===== src/rtl/unidad_pc_branch.sv =====
// PC stage: holds the architectural PC, applies branch/jump redirects and drives the post-redirect flush window.
// Optional macro PC_PERF_COUNTERS_EN builds the taken-branch and jump counters; otherwise they read 0.
module unidad_pc_branch #(
    parameter int unsigned          PC_WIDTH     = 32,
    parameter logic [PC_WIDTH-1:0]  RESET_PC     = '0,
    parameter int unsigned          FLUSH_CYCLES = 2
) (
    input  logic                clk,
    input  logic                rst,
    input  logic                stall,
    input  logic                branch_taken,
    input  logic                jump,
    input  logic [PC_WIDTH-1:0] target_addr,
    output logic [PC_WIDTH-1:0] pc_out,
    output logic [PC_WIDTH-1:0] pc_plus4,
    output logic                flush,
    output logic                instr_valid,
    output logic                misalign_err,
    output logic [PC_WIDTH-1:0] br_count,
    output logic [PC_WIDTH-1:0] jmp_count
);

    localparam int unsigned         CNT_W      = 3;
    localparam logic [CNT_W-1:0]    FLUSH_LOAD = CNT_W'(FLUSH_CYCLES);
    localparam logic [CNT_W-1:0]    CNT_ONE    = CNT_W'(1);
    localparam logic [PC_WIDTH-1:0] PC_STEP    = PC_WIDTH'(4);

    typedef enum logic {
        RUN   = 1'b0,
        FLUSH = 1'b1
    } state_t;

    state_t              state;
    logic [CNT_W-1:0]    flush_cnt;
    logic                redirect;
    logic                misaligned;
    logic [PC_WIDTH-1:0] target_aligned;

    assign redirect       = (branch_taken | jump) & ~stall;
    assign misaligned     = (target_addr[1:0] != 2'b00);
    assign target_aligned = {target_addr[PC_WIDTH-1:2], 2'b00};

    // PC, flush window and sticky misalignment flag
    always_ff @(posedge clk) begin
        if (rst) begin
            state        <= RUN;
            flush_cnt    <= '0;
            pc_out       <= RESET_PC;
            misalign_err <= 1'b0;
        end else if (redirect) begin
            state     <= FLUSH;
            flush_cnt <= FLUSH_LOAD;
            pc_out    <= target_aligned;
            if (misaligned) begin
                misalign_err <= 1'b1;
            end
        end else if (!stall) begin
            pc_out <= pc_out + PC_STEP;
            case (state)
                RUN: begin
                    flush_cnt <= '0;
                end
                FLUSH: begin
                    if (flush_cnt <= CNT_ONE) begin
                        state     <= RUN;
                        flush_cnt <= '0;
                    end else begin
                        flush_cnt <= flush_cnt - CNT_ONE;
                    end
                end
                default: begin
                    state     <= RUN;
                    flush_cnt <= '0;
                end
            endcase
        end
    end

`ifdef PC_PERF_COUNTERS_EN
    // Both controls high counts as a jump
    always_ff @(posedge clk) begin
        if (rst) begin
            br_count  <= '0;
            jmp_count <= '0;
        end else if (redirect) begin
            if (jump) begin
                jmp_count <= jmp_count + PC_WIDTH'(1);
            end else begin
                br_count <= br_count + PC_WIDTH'(1);
            end
        end
    end
`else
    assign br_count  = '0;
    assign jmp_count = '0;
`endif

    assign pc_plus4    = pc_out + PC_STEP;
    assign flush       = (state == FLUSH);
    assign instr_valid = ~flush & ~rst;

endmodule


===== config.mk =====
export PLATFORM = sky130hd
export DESIGN_NAME = unidad_pc_branch
export DESIGN_NICKNAME = d
export VERILOG_FILES = /design/src/rtl/unidad_pc_branch.sv
export SDC_FILE = /design/constraint.sdc
export NUM_CORES = 1
export LEC_CHECK = 0
export ABC_AREA = 1
export BUFFER_PORTS_ARGS = -buffer_cell sky130_fd_sc_hd__buf_2
export CAP_MARGIN = 0
export CORE_AREA = 2 2 85 87
export DETAILED_ROUTE_END_ITERATION = 10
export DIE_AREA = 0 0 87 89
export GPL_ROUTABILITY_DRIVEN = 0
export GPL_TIMING_DRIVEN = 0
export HOLD_SLACK_MARGIN = 0.03
export PLACE_DENSITY = 0.8
export SLEW_MARGIN = 5
export SYNTH_ARGS = -nofsm -noshare
export SYNTH_HDL_FRONTEND = slang
export SYNTH_SLANG_ARGS = --single-unit

===== constraint.sdc =====
create_clock -name clk -period 1.8 [get_ports clk]
set_clock_uncertainty 0.1 [all_clocks]
set_input_delay 0 -clock clk [delete_from_list [all_inputs] [get_ports clk]]
set_output_delay 0 -clock clk [all_outputs]
set_load 0.02 [all_outputs]

==> impl_metrics.ini <==
[sta]
final_hold_viol_count = 0
rsz0062_at_grt = true
worst_hold_slack_ps = 69.2
max_freq_ghz = 0.551
fin_crit_ps = 1820
period_share_pct = 101
drv_slew = 0
relSlewSlack_pct = 64.0
setup_viol = 1
fin_ws_ps = -15.2
worst-slew-pin-transition_ps = 540

[global_route]
first_global_vias = 3095
met3_usage_pct = 3.32
grt_max_degree = 12
overflow = 0
antenna_found_initial = 0
gr-max-usage-layer = met2
grt_pass1_wl_um = 14200
grt_usage_pct = 23.0
grt.met2_usage_pct = 41.2
grtUsageMet1_pct = 28.6

[setup_path]
worst-r2r-cell-count = 9
rrSetupSlack_ps = 150
cp_slowest_cell = dfxtp_4
cpPeakStageDelay_ps = 370
start_kind = flop
cp_max_fo = 5
cp_cell_sequence = ha_4, inv_4, nor2_4, nand2_4, nor2_8, buf_12, xor2_4, buf_6
arrival_ps = 1720
crit_family = simple AND/OR/NAND/NOR gates
worst_ep_required_time_ps = 1700
crit_path_end_kind = output pin
path_buf_inv = 3
r2r_end = pc_out[18]
critical_path_class = reg -> out
r2r-start = pc_out[2]

[synth]
synth_top_area_cell = dfxtp_1
synth_cells = 457
synth_top_area_share_pct = 23.4
postSynthAreaPerCell_um2 = 6.54
synth_edf_count = 0
ys_async_sr_fraction_pct = 0
synthesis.area_mm2 = 0.00299
seq_area_frac_synth_pct = 23.4
ys_types = 36
ys_seq_elements = 35
synthTopCellsByArea = dfxtp_1 23%, buf_4 17%, nand2_1 15%
synth_warnings = 0
synth_flop_cell = dfxtp_1

[layout]
stdcell_count = 756
final_area_mm2 = 0.00460
nets = 714
antenna_cells = 0
multiInputGateArea_mm2 = 0.00188
drive_gt1_share_pct = 39.9
syn2layout_area_growth_pct = 54.0
fillers = 578
ff_latch_area_um2 = 767

[pwr]
worst_ir_drop_vdd_uv = 350
power.density_mw_per_mm2 = 545
p_leak_nw = 2.46

[cts]
path_clk_slew_ps = 80
cts_buffers = 5
clk_latency_ps = 280
cts_tree = done
cts_buffer_depth = 2
clock_sinks = 35
root_buffer = clkbuf_8
ctsHtreeMaxLevel = 2

[placement]
placed_cells = 702
place_ws_ps = 26.5
numPortBuffers = 98
place_area_mm2 = 0.00387
dp_hpwl_um = 7020

[floorplanning]
fp.dieH_um = 89
die_area_mm2 = 0.00774
die-width_um = 87
ios = 168
core_mm2 = 0.00672
rows = 30
start_util_pct = 44.5

[min_path]
worstHoldPathCells = 2
min_path_type = in -> reg
min_to = pc_out[7]
min_from = rst

[drt]
avgViaCountPerCell = 4.52
drt-pass1-iter-count = 5
wl_per_cell_um = 12.6
drc_errors = 0
vias = 3417
drt_iter0_markers = 128
wl_um = 9500
detail-route-antenna-nets = 0

[outcome]
status = finished with violations
violations = negative setup slack

[job]
maxCapViolCount = 0
layout make-up:
type                       instances  area share, %
clock buffer                       6           1.79
multi-input combinational        354           40.8
sequential                        35           16.7
inverter                          56           4.62
clock inverter                     2          0.761
timing repair buffer             144           20.7
tap                               80           2.18
buffer                            79           12.5
Yosys cell counts (5+ instances only):
| cell type | n |
|---|---|
| dfxtp_1 | 35 |
| o21ai_0 | 19 |
| xnor2_1 | 5 |
| nand3_1 | 23 |
| a21oi_1 | 18 |
| inv_1 | 54 |
| nor2_1 | 42 |
| clkbuf_1 | 5 |
| buf_4 | 68 |
| nor2_4 | 7 |
| nand2_1 | 118 |
| xor2_1 | 8 |
worst max-delay path by stage:
stage	startpoint	endpoint	slack (ps)	cells after the start
after detailed placement	pc_out[2]	pc_out[20]	30	8
after global routing	pc_out[2]	pc_plus4[30]	-70	8
after floorplan	pc_out[10]	pc_out[13]	50	7
after CTS	pc_out[10]	pc_plus4[26]	4	7
after global placement	pc_out[3]	pc_out[20]	90	8
final	pc_out[2]	pc_plus4[18]	-20	8
registers in the layout, indices dropped and copies added (netlist names):
name	cells
pc_out	30
flush_cnt	3
misalign_err	1
flush	1
per-stage QoR:
stage	util, %	total power, mW	TNS (ps)
floorplan	-	1.46	0
CTS	65.4	2.47	0
detailed placement	57.6	1.66	0
global route	68.5	2.62	-223
global placement	57.6	1.65	0
finish	68.5	2.51	-15.2
logic make-up (layout without fill, tap and decap cells):
| logic type | count (synthesis) | after routing | share of synthesized area [%] |
|---|---|---|---|
| adder cells (fa/ha/maj) | 2 | 2 | 0.837 |
| other | 1 | 68 | 0.125 |
| buffers and inverters | 135 | 287 | 26.2 |
| AO/OA/AOI/OAI | 57 | 57 | 11.4 |
| flip-flops | 35 | 35 | 23.4 |
| AND/OR/NAND/NOR | 212 | 212 | 33.0 |
| XOR/XNOR | 15 | 15 | 4.90 |
timing repair:
action / 4_1_cts / 5_1_grt
gates cloned: 0 / 0
setup endpoints to repair: 15 / 18
pin swaps: 4 / 14
setup buffers: 4 / 10
resized for setup: 26 / 46
hold buffers: 32 / 0
endpoints found under the hold margin: 31 / 0
power by group:
part | internal [mW] | switching, mW
registers | 0.824 | 0.0730
logic | 0.353 | 0.502
clock network | 0.449 | 0.308
total | 1.63 | 0.883
layout by cell type (no fill, tap or decap), types with 4 or more instances in the layout:
master and instances:
o21ai_0 18, conb_1 68, a21oi_1 18, dfxtp_1 10
buf_2 96, xnor2_1 4, buf_4 85, nand3_1 21
clkbuf_8 7, nor2_2 7, dfxtp_2 11, a31oi_1 4
nor2_4 8, o221ai_1 4, dlygate4sd3_1 32, o21bai_1 4
nand2_1 111, dfxtp_4 14, nand2_2 11, inv_1 53
nor2_1 34, xor2_2 6, clkbuf_1 5
routing by layer:
layer	vias up	share of wire [%]
li1	1717	-
met1	1510	40
met2	179	50
met3	11	9.5
met4	0	0.80
met5	-	0
No activity file was read; power rests on OpenSTA's default activity.
